==> src/rtl/alu_pkg.sv <==
// -----------------------------------------------------------------------------
// alu_pkg
// Shared types for the execute-stage ALU: the 5-bit operation code, the
// operation class used to route an op to the base datapath or to the
// iterative multiply/divide engine, the top-level FSM state, and the default
// operand width.
// -----------------------------------------------------------------------------
package alu_pkg;

    localparam int XLEN_DEFAULT = 32;

    typedef enum logic [4:0] {
        OP_ADD    = 5'h00,
        OP_SUB    = 5'h01,
        OP_SLL    = 5'h02,
        OP_SLT    = 5'h03,
        OP_SLTU   = 5'h04,
        OP_XOR    = 5'h05,
        OP_SRL    = 5'h06,
        OP_SRA    = 5'h07,
        OP_OR     = 5'h08,
        OP_AND    = 5'h09,
        OP_PASSB  = 5'h0A,
        OP_MUL    = 5'h10,
        OP_MULH   = 5'h11,
        OP_MULHSU = 5'h12,
        OP_MULHU  = 5'h13,
        OP_DIV    = 5'h14,
        OP_DIVU   = 5'h15,
        OP_REM    = 5'h16,
        OP_REMU   = 5'h17
    } aluop_e;

    typedef enum logic [1:0] {
        CLS_BASE,
        CLS_MUL,
        CLS_DIV
    } opclass_e;

    typedef enum logic [1:0] {
        ST_IDLE,
        ST_MUL,
        ST_DIV,
        ST_DONE
    } state_e;

    // 0x10-0x13 multiply, 0x14-0x17 divide/remainder; every other code
    // (including the unused 0x18-0x1F) completes with base latency.
    function automatic opclass_e op_class(input logic [4:0] op);
        opclass_e cls;
        cls = CLS_BASE;
        if (op[4:3] == 2'b10) begin
            cls = op[2] ? CLS_DIV : CLS_MUL;
        end
        return cls;
    endfunction

endpackage

==> src/rtl/alu_md_if.sv <==
// -----------------------------------------------------------------------------
// alu_md_if
// Issue/result handshake bundle of the execute-stage ALU.
//   in_valid/in_ready   : operation transfer from the issue stage
//   aluop, opr_a, opr_b : operation code and operands
//   out_valid/out_ready : result transfer to the consumer
//   opr_res             : result, stable while out_valid && !out_ready
//   busy                : an iterative multiply/divide is in progress
// slave  : the ALU side
// master : the issue/consumer side
// -----------------------------------------------------------------------------
interface alu_md_if #(
    parameter int XLEN = 32
) ();
    logic            in_valid;
    logic            in_ready;
    logic [4:0]      aluop;
    logic [XLEN-1:0] opr_a;
    logic [XLEN-1:0] opr_b;
    logic            out_valid;
    logic            out_ready;
    logic [XLEN-1:0] opr_res;
    logic            busy;

    modport slave (
        input  in_valid, aluop, opr_a, opr_b, out_ready,
        output in_ready, out_valid, opr_res, busy
    );

    modport master (
        output in_valid, aluop, opr_a, opr_b, out_ready,
        input  in_ready, out_valid, opr_res, busy
    );
endinterface

==> src/rtl/alu_muldiv_iter.sv <==
// -----------------------------------------------------------------------------
// alu_muldiv_iter
// Iterative M-extension engine: shift-add multiply and restoring divide on
// operand magnitudes, one bit per cycle for XLEN cycles, with signs applied
// to the final value.
//   clk, rst   : clock, synchronous active-high reset
//   i_start    : load op/operands (non-special MUL*/DIV*/REM* only)
//   i_op       : operation code
//   i_a, i_b   : operands (rs1, rs2)
//   o_done     : high during the last iteration cycle
//   o_result   : final result, valid while o_done is high
// -----------------------------------------------------------------------------
module alu_muldiv_iter
    import alu_pkg::*;
#(
    parameter int XLEN = XLEN_DEFAULT,
    parameter int SHW  = $clog2(XLEN)
) (
    input  logic            clk,
    input  logic            rst,
    input  logic            i_start,
    input  aluop_e          i_op,
    input  logic [XLEN-1:0] i_a,
    input  logic [XLEN-1:0] i_b,
    output logic            o_done,
    output logic [XLEN-1:0] o_result
);

    logic              r_active;
    logic              r_is_div;
    logic              r_sel_hi;   // high half of product, or remainder
    logic              r_neg;      // negate the final value
    logic [SHW-1:0]    r_cnt;
    logic [XLEN-1:0]   r_opnd;     // multiplicand or divisor magnitude
    logic [2*XLEN-1:0] r_acc;      // mul: {partial, multiplier}; div: {rem, quotient}

    logic              w_is_div;
    logic              w_neg_a;
    logic              w_neg_b;
    logic              w_neg_res;
    logic [XLEN-1:0]   w_mag_a;
    logic [XLEN-1:0]   w_mag_b;

    always_comb begin
        w_is_div  = (op_class(i_op) == CLS_DIV);
        // MUL returns the low half, which does not depend on signedness.
        w_neg_a   = (i_op inside {OP_MULH, OP_MULHSU, OP_DIV, OP_REM}) && i_a[XLEN-1];
        w_neg_b   = (i_op inside {OP_MULH, OP_DIV, OP_REM}) && i_b[XLEN-1];
        w_mag_a   = w_neg_a ? -i_a : i_a;
        w_mag_b   = w_neg_b ? -i_b : i_b;
        // Remainder follows the dividend; product and quotient follow the XOR.
        w_neg_res = (i_op inside {OP_REM, OP_REMU}) ? w_neg_a : (w_neg_a ^ w_neg_b);
    end

    logic [XLEN:0]     w_sum;
    logic [XLEN:0]     w_shift;
    logic [XLEN:0]     w_diff;
    logic              w_ge;
    logic [2*XLEN-1:0] w_acc_next;
    logic [2*XLEN-1:0] w_prod;
    logic [XLEN-1:0]   w_sel;

    always_comb begin
        // Multiply step: add multiplicand if multiplier LSB set, shift right.
        w_sum   = {1'b0, r_acc[2*XLEN-1:XLEN]} + (r_acc[0] ? {1'b0, r_opnd} : '0);
        // Divide step: shift next dividend bit into the partial remainder.
        w_shift = r_acc[2*XLEN-1:XLEN-1];
        w_diff  = w_shift - {1'b0, r_opnd};
        w_ge    = (w_shift >= {1'b0, r_opnd});
        if (r_is_div) begin
            w_acc_next = {(w_ge ? w_diff[XLEN-1:0] : w_shift[XLEN-1:0]),
                          r_acc[XLEN-2:0], w_ge};
        end else begin
            w_acc_next = {w_sum, r_acc[XLEN-1:1]};
        end
        // The product sign must be applied to the full 2*XLEN value before
        // picking a half; quotient/remainder are negated individually.
        w_prod = r_neg ? -w_acc_next : w_acc_next;
        w_sel  = r_sel_hi ? w_acc_next[2*XLEN-1:XLEN] : w_acc_next[XLEN-1:0];
        if (r_is_div) begin
            o_result = r_neg ? -w_sel : w_sel;
        end else begin
            o_result = r_sel_hi ? w_prod[2*XLEN-1:XLEN] : w_prod[XLEN-1:0];
        end
    end

    assign o_done = r_active && (r_cnt == SHW'(XLEN - 1));

    // NOTE: state registers use non-blocking assignments so every flop samples
    // pre-edge values; blocking here would create order-dependent simulation.
    always_ff @(posedge clk) begin
        if (rst) begin
            r_active <= 1'b0;
            r_is_div <= 1'b0;
            r_sel_hi <= 1'b0;
            r_neg    <= 1'b0;
            r_cnt    <= '0;
            r_opnd   <= '0;
            r_acc    <= '0;
        end else if (i_start) begin
            r_active <= 1'b1;
            r_is_div <= w_is_div;
            r_sel_hi <= i_op inside {OP_MULH, OP_MULHSU, OP_MULHU, OP_REM, OP_REMU};
            r_neg    <= w_neg_res;
            r_cnt    <= '0;
            r_opnd   <= w_is_div ? w_mag_b : w_mag_a;
            r_acc    <= w_is_div ? {{XLEN{1'b0}}, w_mag_a} : {{XLEN{1'b0}}, w_mag_b};
        end else if (r_active) begin
            r_acc <= w_acc_next;
            r_cnt <= r_cnt + 1'b1;
            if (o_done) begin
                r_active <= 1'b0;
            end
        end
    end

endmodule

==> src/rtl/alu_md.sv <==
// -----------------------------------------------------------------------------
// alu_md
// Handshaked execute-stage ALU: single-cycle base integer ops plus iterative
// M-extension multiply/divide/remainder with valid/ready back-pressure.
//   clk  : clock
//   rst  : synchronous, active-high reset
//   bus  : alu_md_if.slave (in_valid/in_ready, aluop, opr_a, opr_b,
//          out_valid/out_ready, opr_res, busy)
// -----------------------------------------------------------------------------
module alu_md
    import alu_pkg::*;
#(
    parameter int XLEN = XLEN_DEFAULT,
    parameter int SHW  = $clog2(XLEN)
) (
    input  logic     clk,
    input  logic     rst,
    alu_md_if.slave  bus
);

    state_e          r_state;
    state_e          w_state_next;
    logic [XLEN-1:0] r_res;

    aluop_e          w_op;
    opclass_e        w_cls;
    logic [SHW-1:0]  w_sh;
    logic            w_accept;
    logic            w_special;
    logic            w_start;
    logic            w_eng_done;
    logic [XLEN-1:0] w_base_res;
    logic [XLEN-1:0] w_special_res;
    logic [XLEN-1:0] w_eng_res;

    assign w_op         = aluop_e'(bus.aluop);
    assign w_cls        = op_class(bus.aluop);
    assign w_sh         = bus.opr_b[SHW-1:0];
    assign bus.in_ready = (r_state == ST_IDLE) || ((r_state == ST_DONE) && bus.out_ready);
    assign w_accept     = bus.in_valid && bus.in_ready;

    always_comb begin
        w_base_res = '0;
        case (w_op)
            OP_ADD:   w_base_res = bus.opr_a + bus.opr_b;
            OP_SUB:   w_base_res = bus.opr_a - bus.opr_b;
            OP_SLL:   w_base_res = bus.opr_a << w_sh;
            OP_SLT:   w_base_res = {{(XLEN-1){1'b0}}, $signed(bus.opr_a) < $signed(bus.opr_b)};
            OP_SLTU:  w_base_res = {{(XLEN-1){1'b0}}, bus.opr_a < bus.opr_b};
            OP_XOR:   w_base_res = bus.opr_a ^ bus.opr_b;
            OP_SRL:   w_base_res = bus.opr_a >> w_sh;
            OP_SRA:   w_base_res = $unsigned($signed(bus.opr_a) >>> w_sh);
            OP_OR:    w_base_res = bus.opr_a | bus.opr_b;
            OP_AND:   w_base_res = bus.opr_a & bus.opr_b;
            OP_PASSB: w_base_res = bus.opr_b;
            default:  w_base_res = '0;
        endcase
    end

    // Divide-by-zero and signed overflow have fixed results and bypass the
    // iterative engine entirely.
    always_comb begin
        w_special     = 1'b0;
        w_special_res = '0;
        if (w_cls == CLS_DIV) begin
            if (bus.opr_b == '0) begin
                w_special     = 1'b1;
                w_special_res = (w_op inside {OP_REM, OP_REMU}) ? bus.opr_a : '1;
            end else if ((w_op inside {OP_DIV, OP_REM}) &&
                         (bus.opr_a == {1'b1, {(XLEN-1){1'b0}}}) &&
                         (bus.opr_b == '1)) begin
                w_special     = 1'b1;
                w_special_res = (w_op == OP_DIV) ? bus.opr_a : '0;
            end
        end
    end

    assign w_start = w_accept && ((w_cls == CLS_MUL) || ((w_cls == CLS_DIV) && !w_special));

    alu_muldiv_iter #(
        .XLEN (XLEN),
        .SHW  (SHW)
    ) u_iter (
        .clk      (clk),
        .rst      (rst),
        .i_start  (w_start),
        .i_op     (w_op),
        .i_a      (bus.opr_a),
        .i_b      (bus.opr_b),
        .o_done   (w_eng_done),
        .o_result (w_eng_res)
    );

    // NOTE: the next state gets a default before the case so that every path
    // assigns it; a missing assignment in always_comb would infer a latch.
    always_comb begin
        w_state_next = r_state;
        case (r_state)
            ST_IDLE, ST_DONE: begin
                if (w_accept) begin
                    if (w_cls == CLS_MUL) begin
                        w_state_next = ST_MUL;
                    end else if ((w_cls == CLS_DIV) && !w_special) begin
                        w_state_next = ST_DIV;
                    end else begin
                        w_state_next = ST_DONE;
                    end
                end else if ((r_state == ST_IDLE) || bus.out_ready) begin
                    w_state_next = ST_IDLE;
                end
            end
            ST_MUL, ST_DIV: begin
                if (w_eng_done) begin
                    w_state_next = ST_DONE;
                end
            end
            default: w_state_next = ST_IDLE;
        endcase
    end

    always_ff @(posedge clk) begin
        if (rst) begin
            r_state <= ST_IDLE;
            r_res   <= '0;
        end else begin
            r_state <= w_state_next;
            // Result register only loads on a completion, so it holds while
            // the consumer stalls.
            if (w_accept && (w_state_next == ST_DONE)) begin
                r_res <= w_special ? w_special_res : w_base_res;
            end else if (w_eng_done) begin
                r_res <= w_eng_res;
            end
        end
    end

    assign bus.out_valid = (r_state == ST_DONE);
    assign bus.busy      = (r_state == ST_MUL) || (r_state == ST_DIV);
    assign bus.opr_res   = r_res;

endmodule
==> src/flat_wrapper.sv <==
// flat-port wrapper written by rule: the top's interface ports become plain ports
module alu_md_flat import alu_pkg::*;
#(
    parameter int XLEN = XLEN_DEFAULT,
    parameter int SHW  = $clog2(XLEN)
)
  (clk, rst, bus_in_valid, bus_aluop, bus_opr_a, bus_opr_b, bus_out_ready, bus_in_ready, bus_out_valid, bus_opr_res, bus_busy);
  alu_md_if #(.XLEN(XLEN)) bus_i ();
  input  logic clk;
  input  logic rst;
  input wire logic [$bits(bus_i.in_valid)-1:0] bus_in_valid;
  input wire logic [$bits(bus_i.aluop)-1:0] bus_aluop;
  input wire logic [$bits(bus_i.opr_a)-1:0] bus_opr_a;
  input wire logic [$bits(bus_i.opr_b)-1:0] bus_opr_b;
  input wire logic [$bits(bus_i.out_ready)-1:0] bus_out_ready;
  output wire logic [$bits(bus_i.in_ready)-1:0] bus_in_ready;
  output wire logic [$bits(bus_i.out_valid)-1:0] bus_out_valid;
  output wire logic [$bits(bus_i.opr_res)-1:0] bus_opr_res;
  output wire logic [$bits(bus_i.busy)-1:0] bus_busy;
  assign bus_i.in_valid = bus_in_valid;
  assign bus_i.aluop = bus_aluop;
  assign bus_i.opr_a = bus_opr_a;
  assign bus_i.opr_b = bus_opr_b;
  assign bus_i.out_ready = bus_out_ready;
  assign bus_in_ready = bus_i.in_ready;
  assign bus_out_valid = bus_i.out_valid;
  assign bus_opr_res = bus_i.opr_res;
  assign bus_busy = bus_i.busy;
  alu_md #(.XLEN(XLEN), .SHW(SHW)) u_core (.clk(clk), .rst(rst), .bus(bus_i));
endmodule
==> config.mk <==
export PLATFORM = sky130hd
export DESIGN_NAME = alu_md_flat
export DESIGN_NICKNAME = d
export VERILOG_FILES = /design/src/rtl/alu_pkg.sv /design/src/rtl/alu_md_if.sv /design/src/rtl/alu_muldiv_iter.sv /design/src/rtl/alu_md.sv /design/src/flat_wrapper.sv
export SDC_FILE = /design/constraint.sdc
export NUM_CORES = 1
export LEC_CHECK = 0
export BUFFER_PORTS_ARGS = -buffer_cell sky130_fd_sc_hd__buf_4
export CAP_MARGIN = 20
export CORE_MARGIN = 3
export CORE_UTILIZATION = 38
export CTS_BUF_LIST = sky130_fd_sc_hd__clkbuf_8
export DETAILED_ROUTE_END_ITERATION = 12
export GPL_ROUTABILITY_DRIVEN = 1
export GPL_TIMING_DRIVEN = 0
export PLACE_DENSITY = 0.63
export SETUP_SLACK_MARGIN = 0.3
export SYNTH_ARGS = -nofsm -noshare
export SYNTH_HDL_FRONTEND = slang
export SYNTH_HIERARCHICAL = 1
export SYNTH_SLANG_ARGS = --single-unit
==> constraint.sdc <==
create_clock -name clk -period 6.02 [get_ports clk]
set_input_delay 1.806 -clock clk [delete_from_list [all_inputs] [get_ports clk]]
set_output_delay 1.806 -clock clk [all_outputs]
set_load 0.01 [all_outputs]
* Yosys cells after proc, flatten, opt, wreduce, memory -nomap -nowiden
Cells that the tools add are included.
Widths: inputs -> output; s select.
** Storage, ports and cells
- Output and inout port bits :: 35
- Register bits :: 139
** Cells by class
- Bitwise logic cells :: 4
- Eq/ne operators :: 26
- Shifts and indexed selects :: 3
- Mux-type cells :: 38
- $add $sub $neg :: 9
- $lt $le $gt $ge :: 3
- Reduce and logical (&&, ||, !) cells :: 28
** Operator list (number)
- $mux 32 :: 18
- $pmux 32 s11 :: 1
- $mux 64 :: 4
- $neg 32->32 :: 3
- $eq 32x32->1 const B :: 2
- $lt 32x32->1 :: 2
- $neg 64->64 :: 1
- $sub 32x32->32 :: 2
- $eq 5x5->1 const B :: 7
- $add 32x32->33 :: 1
- $ge 33x32->1 :: 1
- $add 32x32->32 :: 1
- $and 32x32->32 :: 1
- $logic_not 32->1 :: 1
- $or 32x32->32 :: 1
- $shl 32x5->32 :: 1
- $shr 32x5->32 :: 1
- $sshr 32x5->32 :: 1
- $xor 32x32->32 :: 1
- $eq 5x3->1 const B :: 4
- $eq 5x4->1 const B :: 3
- $mux 2 :: 6
- $eq 2x2->1 const B :: 5
- $eq 5x2->1 const B :: 2
- 16 further kinds :: 41

* Longest topological paths before layout
- Depth after elaboration :: 16
- Gate-level depth with buffers :: 28

* Hierarchy
The synthesis kept the hierarchy.
** Modules (own cells, without submodules)
- alu_muldiv_iter :: sequential area each 2102.0 um^2, cells each 2416, area each 15930.3 um^2, times used 1
- alu_md :: sequential area each 680.7 um^2, cells each 1602, area each 11044.3 um^2, times used 1

* Worst setup path after synthesis
No wires, ideal clock.
- Path kind :: reg2reg
- Start point :: register u_core.u_iter.r_is_div
- End point :: register u_core.r_res[30] (netlist: u_core/bus.opr_res[30])
- Path buffers :: 8
- Arrival time :: 5.733 ns
- Setup slack :: 0.170 ns
- Period minus slack after synthesis :: 5.850 ns
- Library setup time :: 0.117 ns
- Stages on the path, launching flop included :: 24
- Data required time :: 5.903 ns
- Path through :: dfxtp_1 buf_2 buf_2 buf_2 clkbuf_1 clkbuf_1 buf_2 buf_1 buf_2 mux2i_1 ha_1 o221ai_1 nor3_1 and4_1 nand2_1 nor3_1 nand4_1 nor3_1 mux2i_1 a32o_1 mux2i_1 a21oi_1 and2_1 a22o_1
** On the way
- Cells in the longest elaborated chain, start to end :: 7
- Elaborated cells on any way between the ends :: 10
- Classes of those cells :: 2 x add/sub; 8 x mux
** Ends and longest elaborated chain
- start, declared :: RTL line alu_muldiv_iter.sv:30 : logic r_is_div;
- start signal, assigned :: RTL line alu_muldiv_iter.sv:102 : r_is_div <= w_is_div;
- $mux 64 :: RTL line alu_muldiv_iter.sv:70 : if (r_is_div) begin
- $neg 64->64 or $mux 32 (tied branches) :: RTL line alu_muldiv_iter.sv:78, alu_muldiv_iter.sv:79
- $mux 64 or $neg 32->32 (tied branches) :: RTL line alu_muldiv_iter.sv:78, alu_muldiv_iter.sv:81
- $mux 32 (on tied branches) :: RTL line alu_muldiv_iter.sv:83, alu_muldiv_iter.sv:81
- $mux 32 * :: RTL line alu_muldiv_iter.sv:80 : if (r_is_div) begin
- named net u_core.w_eng_res[30] :: RTL line alu_md.sv:34 : logic [XLEN-1:0] w_eng_res;
- $mux 32 * :: RTL line alu_md.sv:131 : end else if (w_eng_done) begin
- $mux 32 * :: RTL line alu_md.sv:129 : if (w_accept && (w_state_next == ST_DONE)) begin
- end signal, assigned :: RTL line alu_md.sv:130 : r_res <= w_special ? w_special_res : w_base_res;
- end signal, assigned :: RTL line alu_md.sv:132 : r_res <= w_eng_res;
- end, declared :: RTL line alu_md.sv:23 : logic [XLEN-1:0] r_res;
Mark *: on every way through the listed nets, which the timed path passes. The rest lies on a longest branch. The select of a mux whose other input is x is not followed.
A chain may end at the register's enable or synchronous reset.

* Final worst setup path
- Start point :: register u_core.u_iter.r_acc[0]
- End point :: register u_core.r_res[31] (netlist: u_core/bus.opr_res[31])
** On the way
- Cells in the longest elaborated chain, start to end :: 9
- Elaborated cells on any way between the ends :: 12
- Classes of those cells :: 3 x add/sub; 9 x mux
** Ends and longest elaborated chain
- start, declared :: RTL line alu_muldiv_iter.sv:35 : logic [2*XLEN-1:0] r_acc;
- start signal, assigned :: RTL line alu_muldiv_iter.sv:107 : r_acc <= w_is_div ? {{XLEN{1'b0}}, w_mag_a} : {{XLEN{1'b0}}, w_mag_b};
- start signal, assigned :: RTL line alu_muldiv_iter.sv:109 : r_acc <= w_acc_next;
- $mux 32 :: RTL line alu_muldiv_iter.sv:65 : w_sum = {1'b0, r_acc[2*XLEN-1:XLEN]} + (r_acc[0] ? {1'b0, r_opnd} : '0);
- $add 32x32->33 :: RTL line alu_muldiv_iter.sv:65
- $mux 64 * :: RTL line alu_muldiv_iter.sv:70
- $neg 64->64 or $mux 32 (tied branches) :: RTL line alu_muldiv_iter.sv:78, alu_muldiv_iter.sv:79
- $mux 64 or $neg 32->32 (tied branches) :: RTL line alu_muldiv_iter.sv:78, alu_muldiv_iter.sv:81
- $mux 32 (on tied branches) :: RTL line alu_muldiv_iter.sv:83, alu_muldiv_iter.sv:81
- $mux 32 * :: RTL line alu_muldiv_iter.sv:80
- named net u_core.w_eng_res[31] :: RTL line alu_md.sv:34
- $mux 32 * :: RTL line alu_md.sv:131
- $mux 32 * :: RTL line alu_md.sv:129
Marked as above.

==> out/metrics.cfg <==
[logic_synthesis]
ys.warnings.count=6
ys_seq_area_share_pct=10.3
ys_ff_latch=139
synthArstFlopShare_pct=0
ys_types=101
synth_cells=4018
synth_edf_count=0
ys.flop_type=dfxtp_1
synth.cell_area_sq_um=27000
syn_nets=4271
avgSynthCellArea_sq_um=6.71

[setup_path]
worstReg2RegStart=u_core/u_iter/r_acc[0]
crit_required_ps=6450
worstRegToRegCells=20
arrival_ps=6430
cp_max_fo=10
reg2reg_setup_slack_ps=30
crit_type=flop to flop
crit_end=u_core/bus.opr_res[31]
r2r-end=u_core/bus.opr_res[31]
critPathLaunchType=flop
startpoint=u_core/u_iter/r_acc[0]
setup.worst_path.end_class=flop

[floorplan]
coreArea_sq_um=70100
io_pins=108
initial_utilization_pct=38.5
die_w_um=272
die_area_sq_um=74200
rows=97
dieHeight_um=272

[timing]
tightest_slew_ps=1290
setup_viol_count_final=0
setup_tns_ps=0
finClkSkew_ps=23.7
rsz0062_at_grt=yes
finalWorstPathRequiredPeriod_ps=5990
max_freq_mhz=167
finalHoldViolations=0
slew_headroom_pct=14.1
period_share_pct=99.6
slew_violations=0

[power]
pwr-share-comb_pct=72.9
power_leakage_nw=12.2
p_sw_share_pct=56.2
p_int_mw=3.34
p_total_mw=7.61
clkPwrFrac_pct=11.7
pwr-share-seq_pct=15.4
peakVddDrop_mv=0.180
p_per_area_nw_per_um2=242
p_switching_mw=4.28

[layout]
fillers=7583
area_growth_syn_to_layout_pct=16.8
final_common_cell=nor2_1
final_nets=4488
fin_cells=5201
final_core_util_pct=44.9
final_cell_mix=501 x nor2_1, 383 x nand2_1, 315 x a21oi_1
drive_gt1_share_pct=14.7

[routing]
dr.first_iter.drc_count=4548
via_per_inst=6.97
via_count=36300
drcViolationCount=0
route.detailed.wl_per_inst_um=35.8
postRouteAntennaNets=0
routed_wirelength_mm=186
drtPass1Iterations=6

[clock_network]
clock_sinks=139
root_buffer=clkbuf_8
cts_tree=built
path_clk_slew_ps=100
cts.htree.levels=4
cts_buffer_depth=2
cts_made_buffers=17
insertion_delay_ps=530

[job]
drv_cap=0

[global_routing]
grt_usage_pct=48.2
grt_pass1_wl_mm=258
grt_max_degree=17
overflow=0
antenna_found_initial=15
grt_pass1_vias=34700

[place]
dpl.hpwl_mm=147
io_buffers=106
gp_congestion=1.11
place_inst=5072

[worst_hold_path]
hold_path_class=flop to flop
min_from=u_core/u_iter/r_opnd[14]

[run_status]
run_status=completed

-- critical path, cell delays in order (launching register included) --
cell and delay (ps):
dfxtp_4 450, clkinvlp_4 190, clkbuf_4 220, nor2_1 110, ha_1 290, nor2b_1 180
o2111ai_1 500, a21o_1 440, nand2_1 160, xnor2_2 370, o211ai_1 300, nor3_4 460
o211ai_1 390, clkbuf_8 270, nor4_2 310, mux2i_1 220, a22o_1 250, mux2i_1 110
a21o_1 220, or2_2 270, o22ai_1 180
-- timing repair --
action / 4_1_cts / 5_1_grt
setup endpoints to repair: 33 / 30
gates resized for setup: 279 / 122
cloned: 0 / 1
hold buffers: 0 / 0
buffers inserted: 42 / 36
pin swaps: 36 / 38
-- worst min path at each step --
stage | end | depth (start not counted)
after detailed placement | u_core/u_iter/r_opnd[18] | 2
after global routing | u_core/u_iter/r_cnt[3] | 2
after CTS | u_core/u_iter/r_opnd[14] | 2
after floorplan | u_core/u_iter/r_opnd[5] | 2
final | u_core/u_iter/r_opnd[14] | 2
after global placement | u_core/u_iter/r_opnd[14] | 2
-- registers in the layout, summed over array words and instances, names as in the netlist --
name and count:
u_core/r_state 2, u_core/bus.opr_res 32, u_core/u_iter/r_cnt 5, u_core/u_iter/r_sel_hi 1, u_core/u_iter/r_neg 1, u_core/u_iter/r_is_div 1, u_core/u_iter/r_active 1, u_core/u_iter/r_opnd 32
u_core/u_iter/r_acc 64
-- cells in the mapped netlist (28+ instances only) --
cell | n | area (sq um)
and2_1 | 38 | 238
mux4_2 | 34 | 766
clkbuf_1 | 214 | 803
a221oi_1 | 42 | 368
o211ai_1 | 75 | 563
or3_1 | 37 | 231
ha_1 | 176 | 2200
o22ai_1 | 30 | 188
nor4_1 | 49 | 307
nand3_1 | 93 | 465
nand2b_1 | 39 | 244
xnor2_1 | 75 | 657
buf_1 | 45 | 169
nor3_1 | 118 | 591
buf_2 | 40 | 200
nand4_1 | 54 | 338
nand2_1 | 391 | 1470
o21ai_0 | 291 | 1460
a21oi_1 | 336 | 1680
xor2_1 | 60 | 526
a22oi_1 | 28 | 210
a31oi_1 | 55 | 344
a211oi_1 | 101 | 758
nor2_1 | 508 | 1910
dfxtp_1 | 139 | 2780
inv_1 | 172 | 646
a21o_1 | 55 | 413
mux2i_1 | 190 | 1900
o31ai_1 | 42 | 315
-- layout make-up --
class | instances | area, sq um | share of cell area (%)
timing repair buffer | 198 | 1520 | 4.82
inverter | 176 | 669 | 2.12
clock buffer | 17 | 234 | 0.742
tap | 940 | 1180 | 3.73
multi-input combinational | 3396 | 23300 | 74.1
buffer | 307 | 1530 | 4.85
sequential | 139 | 2830 | 8.99
clock inverter | 15 | 184 | 0.584
antenna | 13 | 32.5 | 0.103
-- power groups by stage --
stage	combinational, mW	clock [mW]	sequential [mW]
6_report	5.55	0.890	1.17
2_1_floorplan	2.65	0	1.16
3_3_place_gp	4.48	0	1.18
5_1_grt	5.68	0.922	1.18
4_1_cts	5.00	0.889	1.16
3_5_place_dp	4.47	0	1.18
-- per-stage QoR --
step	hold WS (ps)	area (sq um)	worst slack [ps]
global placement	474	29000	-4350
CTS	512	30700	200
floorplan	446	27000	311
finish	509	31500	25.0
detailed placement	487	29000	-3530
global route	537	31500	48.4
-- logic make-up after synthesis --
family                   after synthesis  share of synthesized area [%]
XOR/XNOR                             135                           4.38
multiplexers                         251                           11.0
adder cells (fa/ha/maj)              180                           8.46
flip-flops                           139                           10.3
AND/OR/NAND/NOR                     1487                           25.9
buffers and inverters                484                           7.04
AO/OA/AOI/OAI                       1342                           32.9
-- routing by layer --
metal	vias up	wire length (um)	global-route usage [%]
met5	-	41	0
met4	6	26000	52.9
met3	1186	17500	12.4
met2	2679	82000	77.9
met1	17000	60700	48.3
li1	15400	-	-
No activity file was read; power rests on OpenSTA's default activity.
